## src/rtl/osd_vram_bus_rx.sv

```systemverilog
// osd_vram_bus_rx
// CPU-side command receiver for the OSD character VRAM. It decodes the 16-bit PIO
// command word, which uses a toggle strobe, and queues each transaction in a
// 4-entry FIFO. It executes SETADDR / WRITE / SETCNT / FILL and drives the
// character generator's VRAM write port.
// Ports:
//   CK_i, RST_i        clock, async active-high reset
//   CMD_i[15:0]        [15] cpu_use, [14] strobe toggle, [13:12] op, [11] flag,
//                      [9:0] addr/count, [7:0] data
//   VBLANK_i           vertical blanking level (write gate when C_VBLANK_ONLY=1)
//   VRAM_WAs_o/WDs_o   registered write address/data, hold when WE=0
//   VRAM_WE_o          one clock per written word
//   OSD_CPU_USE_o      registered CMD_i[15]
//   STS_o              {busy, overflow, level[2:0], gate_wait, addr[9:0]}
module osd_vram_bus_rx #(
  parameter bit C_VBLANK_ONLY = 1'b0,
  parameter int C_FIFO_DEPTH  = 4
) (
  input  logic        CK_i,
  input  logic        RST_i,
  input  logic [15:0] CMD_i,
  input  logic        VBLANK_i,
  output logic [9:0]  VRAM_WAs_o,
  output logic [7:0]  VRAM_WDs_o,
  output logic        VRAM_WE_o,
  output logic        OSD_CPU_USE_o,
  output logic [15:0] STS_o
);

  typedef enum logic [1:0] {S_IDLE, S_EXEC, S_FILL, S_WAIT} state_t;

  localparam logic [1:0] OP_SETADDR = 2'b00;
  localparam logic [1:0] OP_WRITE   = 2'b01;
  localparam logic [1:0] OP_SETCNT  = 2'b11;

  // entry = {op[1:0], flag, arg[9:0]}
  logic [15:0] cmd_q, cmd_d;
  logic        strb_prev_q, strb_prev_d;
  logic        primed_q, primed_d;
  logic [12:0] fifo_q [C_FIFO_DEPTH];
  logic [12:0] fifo_d [C_FIFO_DEPTH];
  logic [1:0]  wr_ptr_q, wr_ptr_d, rd_ptr_q, rd_ptr_d;
  logic [2:0]  level_q, level_d;
  logic        ovf_q, ovf_d;
  state_t      state_q, state_d;
  logic [12:0] cur_q, cur_d;
  logic [9:0]  addr_q, addr_d, cnt_q, cnt_d;
  logic [10:0] rem_q, rem_d;
  logic [9:0]  wa_q, wa_d;
  logic [7:0]  wd_q, wd_d;
  logic        we_q, we_d;

  logic        xact, pop, push_ok, drop, ovf_clr, gated, emit, wr_now;
  logic [10:0] rem, cnt_eff;
  logic        unused_bits;

  assign unused_bits = cmd_q[10];

  // Input stage. While unprimed the previous-strobe register takes the value
  // being loaded into cmd_q, so a strobe level held across reset is not an edge.
  always_comb begin
    cmd_d       = CMD_i;
    primed_d    = 1'b1;
    strb_prev_d = primed_q ? cmd_q[14] : CMD_i[14];
    xact        = primed_q & (cmd_q[14] ^ strb_prev_q);
  end

  // Command FIFO. A push into a full FIFO is still accepted when the head is
  // popped in the same cycle.
  always_comb begin
    pop      = (state_q == S_IDLE) && (level_q != 3'd0);
    push_ok  = xact && ((level_q < 3'(C_FIFO_DEPTH)) || pop);
    drop     = xact && !push_ok;
    fifo_d   = fifo_q;
    wr_ptr_d = wr_ptr_q;
    rd_ptr_d = rd_ptr_q;
    if (push_ok) begin
      fifo_d[wr_ptr_q] = {cmd_q[13:12], cmd_q[11], cmd_q[9:0]};
      wr_ptr_d         = wr_ptr_q + 2'd1;
    end
    if (pop) rd_ptr_d = rd_ptr_q + 2'd1;
    level_d = level_q + {2'b0, push_ok} - {2'b0, pop};
  end

  // Executor. WRITE is treated as a one-word fill; rem counts words still to
  // emit including the current one.
  always_comb begin
    state_d = state_q;
    cur_d   = cur_q;
    addr_d  = addr_q;
    cnt_d   = cnt_q;
    rem_d   = rem_q;
    wa_d    = wa_q;
    wd_d    = wd_q;
    we_d    = 1'b0;
    ovf_clr = 1'b0;
    emit    = 1'b0;
    wr_now  = 1'b0;
    rem     = rem_q;
    gated   = C_VBLANK_ONLY && !VBLANK_i;
    cnt_eff = (cnt_q == 10'd0) ? 11'd1024 : {1'b0, cnt_q};
    unique case (state_q)
      S_IDLE: if (pop) begin
        cur_d   = fifo_q[rd_ptr_q];
        state_d = S_EXEC;
      end
      S_EXEC: begin
        unique case (cur_q[12:11])
          OP_SETADDR: begin
            addr_d  = cur_q[9:0];
            ovf_clr = cur_q[10];
            state_d = S_IDLE;
          end
          OP_SETCNT: begin
            cnt_d   = cur_q[9:0];
            state_d = S_IDLE;
          end
          default: begin
            rem    = (cur_q[12:11] == OP_WRITE) ? 11'd1 : cnt_eff;
            emit   = 1'b1;
            wr_now = !gated;
          end
        endcase
      end
      S_FILL: begin
        emit   = 1'b1;
        wr_now = !gated;
      end
      S_WAIT: begin
        emit   = 1'b1;
        wr_now = VBLANK_i;
      end
      default: state_d = S_IDLE;
    endcase
    if (emit) begin
      if (wr_now) begin
        we_d    = 1'b1;
        wa_d    = addr_q;
        wd_d    = cur_q[7:0];
        addr_d  = addr_q + 10'd1;
        rem_d   = rem - 11'd1;
        state_d = (rem == 11'd1) ? S_IDLE : S_FILL;
      end else begin
        rem_d   = rem;
        state_d = S_WAIT;
      end
    end
    // A drop in the same cycle as a clear leaves overflow set.
    ovf_d = ovf_q;
    if (ovf_clr) ovf_d = 1'b0;
    if (drop)    ovf_d = 1'b1;
  end

  always_ff @(posedge CK_i or posedge RST_i) begin
    if (RST_i) begin
      cmd_q       <= '0;
      strb_prev_q <= 1'b0;
      primed_q    <= 1'b0;
      for (int i = 0; i < C_FIFO_DEPTH; i++) fifo_q[i] <= '0;
      wr_ptr_q    <= '0;
      rd_ptr_q    <= '0;
      level_q     <= '0;
      ovf_q       <= 1'b0;
      state_q     <= S_IDLE;
      cur_q       <= '0;
      addr_q      <= '0;
      cnt_q       <= '0;
      rem_q       <= '0;
      wa_q        <= '0;
      wd_q        <= '0;
      we_q        <= 1'b0;
    end else begin
      cmd_q       <= cmd_d;
      strb_prev_q <= strb_prev_d;
      primed_q    <= primed_d;
      fifo_q      <= fifo_d;
      wr_ptr_q    <= wr_ptr_d;
      rd_ptr_q    <= rd_ptr_d;
      level_q     <= level_d;
      ovf_q       <= ovf_d;
      state_q     <= state_d;
      cur_q       <= cur_d;
      addr_q      <= addr_d;
      cnt_q       <= cnt_d;
      rem_q       <= rem_d;
      wa_q        <= wa_d;
      wd_q        <= wd_d;
      we_q        <= we_d;
    end
  end

  assign VRAM_WAs_o    = wa_q;
  assign VRAM_WDs_o    = wd_q;
  assign VRAM_WE_o     = we_q;
  assign OSD_CPU_USE_o = cmd_q[15];
  assign STS_o         = {(state_q != S_IDLE) || (level_q != 3'd0), ovf_q, level_q,
                          state_q == S_WAIT, addr_q};

endmodule
```

## config.mk

```make
export PLATFORM = sky130hd
export DESIGN_NAME = osd_vram_bus_rx
export DESIGN_NICKNAME = d
export VERILOG_FILES = /design/src/rtl/osd_vram_bus_rx.sv
export SDC_FILE = /design/constraint.sdc
export NUM_CORES = 1
export LEC_CHECK = 0
export ABC_AREA = 1
export CAP_MARGIN = 0
export CORE_UTILIZATION = 50
export DETAILED_ROUTE_END_ITERATION = 6
export GPL_TIMING_DRIVEN = 0
export PLACE_DENSITY_LB_ADDON = 0.12
export SETUP_SLACK_MARGIN = 0.15
export SKIP_LAST_GASP = 1
export SLEW_MARGIN = 20
export SYNTH_ARGS = -nofsm -noshare
export SYNTH_HDL_FRONTEND = slang
export SYNTH_SLANG_ARGS = --single-unit
```

## constraint.sdc

```tcl
create_clock -name CK_i -period 5 [get_ports CK_i]
set_input_delay 0.75 -clock CK_i [delete_from_list [all_inputs] [get_ports CK_i]]
set_output_delay 0.75 -clock CK_i [all_outputs]
set_load 0.01 [all_outputs]
```

==> results.md, run 1 <==
- Status: finished clean
- Reg2reg start: level_q[1]$_DFF_PP0_
- F_max: 328 MHz
- Drt pass-1 iters: 5
- Pwr/cell area: 709 nW/um2
- Post-route ant nets: 0
- WL per Instance: 15.4 um
- Yosys reg bits: 142
- Commonest non-fill, non-tap cell in the layout: dfrtp_1
- Crit-path slowest cell: clkdlybuf4s50_1
- Synth top area share: 56.5%
- Area of the multi-input gates: 2280 um2
- CTS tree: yes
- Tcrit/Tclk final: 60.9%
- Die height: 114 um
- Register area share after synthesis: 56.5%
- Beginning of the critical path: cur_q[11]$_DFFE_PP0P_
- Sequential cell area: 3550 um2
- Clock-pin slew on the worst setup and hold paths: 60 ps
- Slew HR: 55.3%
- Post-Syn Nets: 682
- Slew Limit Fails: 0
- Via density: 5.15
- Worst setup EP type: primary output
- Vias: 4655
- Port Buffers: 53
- Final Cell Area: 7730 um2
- LEAKAGE: 3.62 nW
- First-pass GRT wire length: 22900 um
- CTS sink cnt: 142
- Unique masters post-synth: 38
- CP Class: flip-flop to primary output
- Placed wire-length estimate: 9500 um
- Setup crit end: STS_o[15]
- Bufs and invs on worst path: 3
- WL final: 13900 um
- Startpoint Class: flip-flop
- H-Tree Depth: 4
- CTS buffer count: 17
- Worst r2r dst: level_q[2]$_DFF_PP0_
- CP Cell Sequence: inv_1, ha_1, nand2_2, nand2_1, inv_1, nand3_1, clkdlybuf4s50_1
- Final Hold Fails: 0
- Initial antenna violation count: 0
- Total power: 5.48 mW
- Synth warn: 0
- Vias in the first global route: 4743
- Std cell rows: 40
- HP Class: flip-flop to flip-flop
- CTS max path bufs: 2
- Initial core utilization: 51.9%
- CP arrival: 2300 ps
- Total GRT Usage: 23.4%
- Share of cells above drive strength 1: 12.5%
- IO Count: 55
- GR Overflow Total: 0
- Placed instance area: 7060 um2
- Slew at the pin closest to its max-slew limit: 665 ps
- RSZ-0062 raised after global routing: no
- Syn_area_per_cell: 9.67 um2
- Reg2reg setup slack: 2300 ps
- DRC Markers: 0
- DR iter-0 viols: 311
- Worst path max stage delay: 520 ps
- Clk root buf: clkbuf_16
- Pin count of the biggest net entering global routing: 87
- CP required: 4250 ps
- Commonest non-fill, non-tap cells in the layout: 142 x dfrtp_1, 110 x nand2_1, 86 x inv_1
- Post-Route Skew: 4.60 ps
- Area growth from synthesis to layout: 23.0%
- PostCTS Resize Cnt: 0
- Gate Count Post-Synth: 650
- WP depth: 7
- Final setup vio count: 0
- # hold bufs at CTS: 0
- Most frequent CP cell: inv_1
- Fillers: 1026
- # diodes: 0
- Ranking of synthesized cells by area: dfrtp_1 57%, nand2_1 6.6%, o21ai_0 6.4%
- Die footprint: 13000 um2
- Setup_tns: 0 ps
- RePlAce Congestion: 0.792
- Setup Fix Bufs, Post-CTS: 0
- Die X: 114 um
- Mapped cell area: 6290 um2
- Final worst path period need: 3050 ps
- CP Max Fanout: 4
- Nets@finish: 755
- Worst reg2reg path depth: 9
- Core Area: 12100 um2
- Largest delay share family, worst path: buffers and inverters
- Yosys top cell by area: dfrtp_1
- VDD IR-drop max: 0.000372 V
- Max-Cap Viols: 0
- Clock latency on the worst-skew pair: 420 ps
==> final cells by class <==
cell class	count	area share [%]
plain buffers	25	1.55
well taps	168	2.72
clock buffers	20	5.90
clock inverters	12	2.77
multi-input cells	394	29.5
flip-flops and latches	142	45.9
repair buffers	54	7.21
inverters	89	4.42
==> flip-flops by register name (all words and copies together) (netlist names) <==
register,cells
cmd_q,15
VRAM_WAs_o,10
level_q,3
rd_ptr_q,2
ovf_q,1
VRAM_WE_o,1
cur_q,13
strb_prev_q,1
state_q,2
wr_ptr_q,2
addr_q,10
fifo_q,52
VRAM_WDs_o,8
cnt_q,10
primed_q,1
rem_q,11
==> worst min-delay path by stage <==
stage | start | end | slack [ps] | cells after the start
finish | VRAM_WDs_o[0]$_DFFE_PP0P_ | VRAM_WDs_o[0]$_DFFE_PP0P_ | 480 | 2
global route | VRAM_WDs_o[0]$_DFFE_PP0P_ | VRAM_WDs_o[0]$_DFFE_PP0P_ | 500 | 2
CTS | fifo_q[23]$_DFFE_PP0P_ | fifo_q[23]$_DFFE_PP0P_ | 490 | 1
detailed placement | VRAM_WAs_o[2]$_DFFE_PP0P_ | VRAM_WAs_o[2]$_DFFE_PP0P_ | 480 | 2
global placement | VRAM_WAs_o[1]$_DFFE_PP0P_ | VRAM_WAs_o[1]$_DFFE_PP0P_ | 460 | 2
floorplan | ovf_q$_DFFE_PP0P_ | ovf_q$_DFFE_PP0P_ | 450 | 2
==> worst min-delay path, cell delays in order, from the launching register on <==
cell and delay, ps:
dfrtp_1 340, nand2_1 50, o21ai_0 60
==> report_power, final <==
part           internal [mW]  switching [mW]
clock                  0.958           0.474
combinational          0.871            1.18
sequential              1.67           0.327
==> per-stage QoR <==
stage                     std cells  worst slack (ps)  utilization [%]  hold slack (ps)
after CTS                       904              1920             63.9              490
final                           904              1950             63.9              482
after floorplan                 650               440                -              447
after global placement          871             -1410             58.0              461
after detailed placement        872              2270             58.3              477
after global routing            904              1840             63.9              498
==> kinds of logic after synthesis <==
| logic type | count (synthesis) | synth area share [%] |
|---|---|---|
| AOI/OAI and AO/OA | 149 | 13.0 |
| and+or+nand+nor | 188 | 12.9 |
| buffers and inverters | 114 | 7.22 |
| DFF | 142 | 56.5 |
| xor gates and xnor gates | 16 | 2.23 |
| muxes | 27 | 5.43 |
| other | 1 | 0.0596 |
| adders and majority gates | 13 | 2.71 |
==> per-layer routing <==
| metal | share of wire [%] | GRT usage, % | routed length [um] | up-vias |
|---|---|---|---|---|
| li1 | - | - | - | 2252 |
| met1 | 45 | 29.2 | 6210 | 2282 |
| met2 | 50 | 38.8 | 6910 | 96 |
| met3 | 3.5 | 5.61 | 479 | 25 |
| met4 | 2.0 | 10.2 | 284 | 0 |
| met5 | 0 | 0 | 0 | - |
==> cells in the mapped netlist <==
master,n
buf_2,9
nor2_8,1
or2_1,1
buf_6,1
mux2_2,15
nor3_1,4
nor2_2,10
xor2_1,12
mux2_1,2
o21ai_1,5
mux2_4,10
buf_4,2
nand4_1,1
o21ai_4,1
a31oi_1,13
nor2_1,35
inv_1,87
o31ai_1,1
nand2_2,5
fa_1,1
nand2_4,1
conb_1,1
nand3b_1,1
nand3_1,18
o41ai_1,1
inv_2,2
o21a_1,1
o21ai_0,81
a21oi_1,34
clkbuf_1,13
xnor2_1,4
o22ai_1,2
o211ai_1,9
dfrtp_1,142
o22ai_2,1
nand2_1,110
nor2_4,1
ha_1,12
Power figures use the tool's default switching activity.
==> run 2: changes to the inputs <==
==> constraint.sdc (replaced) <==
create_clock -name CK_i -period 2.8 [get_ports CK_i]
set_input_delay 0.42 -clock CK_i [delete_from_list [all_inputs] [get_ports CK_i]]
set_output_delay 0.42 -clock CK_i [all_outputs]
set_load 0.01 [all_outputs]
==> run 2 against run 1 <==
Effect of this change:
- power up 79%
- register-to-register slack worse by 2000 ps
- utilization up 0.85 points
- design area up 1.3%
- flip-flop and latch count unchanged
- count of clock-buffer cells in the layout up 1
- routed wire length up 2.6%
- clock power up 73%
- die area unchanged
- setup slack worse by 1600 ps
- critical path depth unchanged
- combinational power up 82%
- largest cell class unchanged
- highest routed layer unchanged
==> results.md, run 2 (synthesis results as in run 1) <==
- Post-Route Skew: 6.48 ps
- Worst setup EP type: primary output
- Share of cells above drive strength 1: 13.3%
- Clock latency on the worst-skew pair: 420 ps
- Drt pass-1 iters: 5
- Pwr/cell area: 1250 nW/um2
- Setup_tns: 0 ps
- Combinational Power Share: 38.2%
- Tcrit/Tclk final: 88.7%
- Pin count of the biggest net entering global routing: 32
- CTS max path bufs: 2
- CTS sink cnt: 142
- Post-route ant nets: 0
- F_max: 402 MHz
- Nets@finish: 763
- HP Class: input port to asynchronous set/reset pin
- Final Instance Count excl. Fillers: 911
- Worst reg2reg path depth: 10
- Std cell rows: 40
- Die X: 114 um
- Reg2reg start: state_q[1]$_DFFE_PP0P_
- CP arrival: 2060 ps
- RSZ-0062 raised after global routing: no
- Total power: 9.79 mW
- Die footprint: 13000 um2
- Via density: 5.17
- Initial antenna violation count: 0
- Final setup vio count: 0
- Commonest non-fill, non-tap cell in the layout: dfrtp_1
- Startpoint Class: flip-flop
- First-pass GRT wire length: 23600 um
- Slew Limit Fails: 0
- Switching Share: 36.8%
- Placed cell count: 876
- LEAKAGE: 3.65 nW
- Die height: 114 um
- GR Overflow Total: 0
- Commonest non-fill, non-tap cells in the layout: 142 x dfrtp_1, 110 x nand2_1, 86 x inv_1
- # diodes: 0
- RePlAce Congestion: 0.822
- Largest register FFs: 52
- Max-Cap Viols: 0
- Total GRT Usage: 23.8%
- DR iter-0 viols: 418
- WL final: 14200 um
- Worst r2r dst: level_q[2]$_DFF_PP0_
- Clk root buf: clkbuf_16
- Hold Slack: 352 ps
- CP Max Fanout: 4
- Vias: 4713
- Fillers: 997
- P_sw: 3.60 mW
- CP Class: flip-flop to primary output
- Core Area: 12100 um2
- Slew HR: 61.3%
- Reg2reg setup slack: 330 ps
- Vias in the first global route: 4825
- Largest Register: fifo_q
- Port Buffers: 53
- Initial core utilization: 51.9%
- Beginning of the critical path: cur_q[11]$_DFFE_PP0P_
- Final Hold Fails: 0
- WL per Instance: 15.6 um
- Placed wire-length estimate: 10100 um
- CTS tree: yes
- Slew at the pin closest to its max-slew limit: 580 ps
- DRC Markers: 0
- Status: finished clean
- Part of the power in registers: 36.6%
- Clock-pin slew on the worst setup and hold paths: 60 ps
- Area growth from synthesis to layout: 24.6%
- Largest registers: fifo_q (52), cmd_q (15), cur_q (13)
- CP required: 2380 ps
- Clock power frac: 25.2%
- CTS buffer count: 17
- IO Count: 55
- H-Tree Depth: 4
- Internal: 6.19 mW
- Final worst path period need: 2480 ps
- VDD IR-drop max: 0.000692 V
==> run 2: changes by cell type in the layout (fill, tap and decap cells not counted), sizes merged <==
cell and delta:
clkdlybuf4s50 -1, clkinvlp +4, inv -1, clkinv -4
dlygate4sd2 +1, clkbuf +1, bufinv -1, buf +8
==> run 2: worst max-delay path by stage <==
stage	end	slack, ps	cells past startpoint
2_1_floorplan	level_q[2]$_DFF_PP0_	480	9
3_3_place_gp	strb_prev_q$_DFF_PP0_	-590	2
3_5_place_dp	level_q[2]$_DFF_PP0_	90	9
4_1_cts	rem_q[6]$_DFFE_PP0P_	280	13
5_1_grt	level_q[2]$_DFF_PP0_	150	10
6_report	STS_o[15]	320	7
==> run 2: per-layer routing <==
layer / vias to the layer above / GRT usage, % / wire, um
met5: - / 0 / 0
li1: 2266 / - / -
met1: 2307 / 30.0 / 6180
met4: 0 / 8.83 / 260
met3: 29 / 5.45 / 572
met2: 111 / 40.0 / 7230
==> run 2: cell type report <==
cell class                      count  area, um2  share of cell area, %
Multi-Input combinational cell    394       2300                   29.4
Inverter                           89        338                   4.31
Buffer                             25        120                   1.53
Sequential cell                   142       3550                   45.3
Clock buffer                       21        460                   5.87
Tap cell                          168        210                   2.68
Timing Repair Buffer               62        667                   8.51
Clock inverter                     10        186                   2.38
==> run 2: repair_timing <==
action | in CTS | in global routing
resized for setup | 2 | 2
endpoints found under the setup margin | 3 | 3
buffers inserted | 0 | 4
pin swaps | 0 | 1
hold buffers | 0 | 0
==> run 2: power by group through the flow <==
stage	clock network (mW)	logic, mW	registers (mW)
2_1_floorplan	0	2.39	3.53
3_3_place_gp	0	3.54	3.53
3_5_place_dp	0	3.69	3.59
4_1_cts	2.50	3.75	3.56
5_1_grt	2.59	4.20	3.68
6_report	2.47	3.74	3.58
==> run 2: stage by stage <==
step / setup slack (ps) / utilization (%) / area, um2
floorplan: 480 / - / 6290
global placement: -593 / 58.1 / 7030
detailed placement: 91.4 / 59.0 / 7140
CTS: 279 / 64.3 / 7790
global route: 151 / 64.7 / 7840
finish: 315 / 64.7 / 7840
==> run 2: critical path, stage by stage, from the launching register on <==
cell           delay, ps
dfrtp_1              410
inv_1                 70
ha_1                 340
nand2_2              150
nand2_1              150
inv_1                130
nand3_1               90
dlygate4sd2_1        300
==> run 3: changes to the inputs <==
--- a/config.mk
+++ b/config.mk
@@ -9,6 +9,7 @@
 export CAP_MARGIN = 0
 export CORE_UTILIZATION = 50
 export DETAILED_ROUTE_END_ITERATION = 6
+export DONT_BUFFER_PORTS = 1
 export GPL_TIMING_DRIVEN = 0
 export PLACE_DENSITY_LB_ADDON = 0.12
 export SETUP_SLACK_MARGIN = 0.15
==> run 3 against run 2 <==
Effect of this change:
- flip-flop and latch count unchanged
- utilization decreased by 4.7 points
- via count decreased by 6.5%
- design area decreased by 7.2%
- critical endpoint is now level_q[1]$_DFF_PP0_
- largest cell class unchanged
- largest power group is now sequential cells
- highest routed layer unchanged
==> results.md, run 3 (synthesis results as in run 1) <==
- WL final: 13300 um
- CP Class: flip-flop to flip-flop
- Placed instance area: 6590 um2
- CTS tree: yes
- VDD IR-drop max: 0.000585 V
- CTS sink cnt: 142
- Std cell rows: 40
- CP Max Fanout: 10
- Die footprint: 13000 um2
- Clock-pin slew on the worst setup and hold paths: 60 ps
- Placed cell count: 822
- Vias: 4408
- DRC Markers: 0
- F_max: 406 MHz
- IO Count: 55
- Area growth from synthesis to layout: 15.6%
- Tcrit/Tclk final: 88.1%
- Pwr/cell area: 1270 nW/um2
- Final worst path period need: 2470 ps
- Share of cells above drive strength 1: 14.1%
- CP arrival: 2780 ps
- Largest registers: fifo_q (52), cmd_q (15), cur_q (13)
- Port Buffers: 0
- Slew HR: 57.9%
- Final Hold Fails: 0
- Nets@finish: 706
- Max-Cap Viols: 0
- GR Overflow Total: 0
- Setup Fix Bufs, Post-CTS: 0
- Clock latency on the worst-skew pair: 420 ps
- Status: finished clean
- CTS max path bufs: 2
- Post-route ant nets: 0
- Die height: 114 um
- Total GRT Usage: 22.4%
- Final Cell Area: 7270 um2
- Commonest non-fill, non-tap cells in the layout: 142 x dfrtp_1, 110 x nand2_1, 86 x inv_1
- Initial antenna violation count: 0
- Slew Limit Fails: 0
- First-pass GRT wire length: 22300 um
- Largest Register: fifo_q
- # diodes: 0
- LEAKAGE: 3.42 nW
- DR iter-0 viols: 312
- WL per Instance: 15.6 um
- Largest register FFs: 52
- Startpoint Class: flip-flop
- Commonest non-fill, non-tap cell in the layout: dfrtp_1
- Pin count of the biggest net entering global routing: 36
- RePlAce Congestion: 0.806
- Initial core utilization: 51.9%
- HP Class: input port to flip-flop
- Post-Route Skew: 9.31 ps
- Final Instance Count excl. Fillers: 855
- Placed wire-length estimate: 9460 um
- CP required: 3110 ps
- CTS buffer count: 17
- Hold Slack: 21.6 ps
- Die X: 114 um
- Clk root buf: clkbuf_16
- Slew at the pin closest to its max-slew limit: 631 ps
- Vias in the first global route: 4508
- Place WS: 56.2 ps
- Via density: 5.16
- H-Tree Depth: 4
- RSZ-0062 raised after global routing: no
- Core Area: 12100 um2
- Final setup vio count: 0
- Drt pass-1 iters: 5
- Worst setup EP type: flip-flop
- Setup WS post-layout: 334 ps
[run 3: changes by cell type in the layout (fill, tap and decap cells not counted), sizes merged, moves of 2 or more]
cell           change
inv                +2
clkinv             +2
buf                -5
clkdlybuf4s50     -52
[run 3: worst max-delay path: stages, from the launching register on]
cell and delay (ps):
dfrtp_1 490, nor2_2 300, o31ai_4 170, inv_2 160, buf_2 240, ha_1 260, inv_1 50, ha_1 130
inv_1 40, fa_1 470, inv_1 40
[run 3: layer usage]
metal	GRT usage [%]	routed length [um]	share of wire, %
met5	0	0	0
met4	7.97	173	1.3
met3	5.51	484	3.6
met2	36.3	6540	49
met1	29.4	6100	46
[run 3: timing repair]
| action | 4_1_cts | 5_1_grt |
|---|---|---|
| hold endpoints to repair | 21 | 0 |
| gates cloned | 0 | 0 |
| hold buffers | 1 | 0 |
| resized for setup | 1 | 2 |
| setup endpoints to repair | 2 | 3 |
[run 3: through the flow]
step	utilization [%]	TNS (ps)	total power, mW
2_1_floorplan	-	0	5.91
3_3_place_gp	53.7	-14050	6.64
3_5_place_dp	54.4	0	6.78
4_1_cts	59.9	0	9.28
5_1_grt	60.0	0	9.94
6_report	60.0	0	9.25
[run 3: path summary, 6_finish.rpt]
| path | slack [ps] | from | cells after the start | end |
|---|---|---|---|---|
| hold / removal | 20 | CMD_i[8] | 0 | cmd_q[8]$_DFF_PP0_ |
| setup reg to reg | 330 | state_q[1]$_DFFE_PP0P_ | 10 | level_q[1]$_DFF_PP0_ |
| min in group asynchronous | 560 | RST_i | 2 | cmd_q[15]$_DFF_PP0_ |
| max in group asynchronous | 1420 | RST_i | 4 | fifo_q[14]$_DFFE_PP0P_ |
| hold reg to reg | 490 | fifo_q[23]$_DFFE_PP0P_ | 1 | fifo_q[23]$_DFFE_PP0P_ |
| setup / recovery | 330 | state_q[1]$_DFFE_PP0P_ | 10 | level_q[1]$_DFF_PP0_ |
[run 3: power breakdown]
part           switching (mW)  leakage (nW)  internal [mW]  total [mW]
logic                    1.92          1.41           1.18        3.10
registers               0.706          1.70           2.98        3.69
clock network           0.888         0.315           1.57        2.46
total                    3.51          3.42           5.74        9.25
[run 3: layout make-up]
type	instances	area, um2
multi-input combinational	394	2300
fill	1041	4840
clock buffer	20	467
tap	168	210
inverter	89	338
timing repair buffer	5	97.6
buffer	25	120
sequential	142	3550
clock inverter	12	183
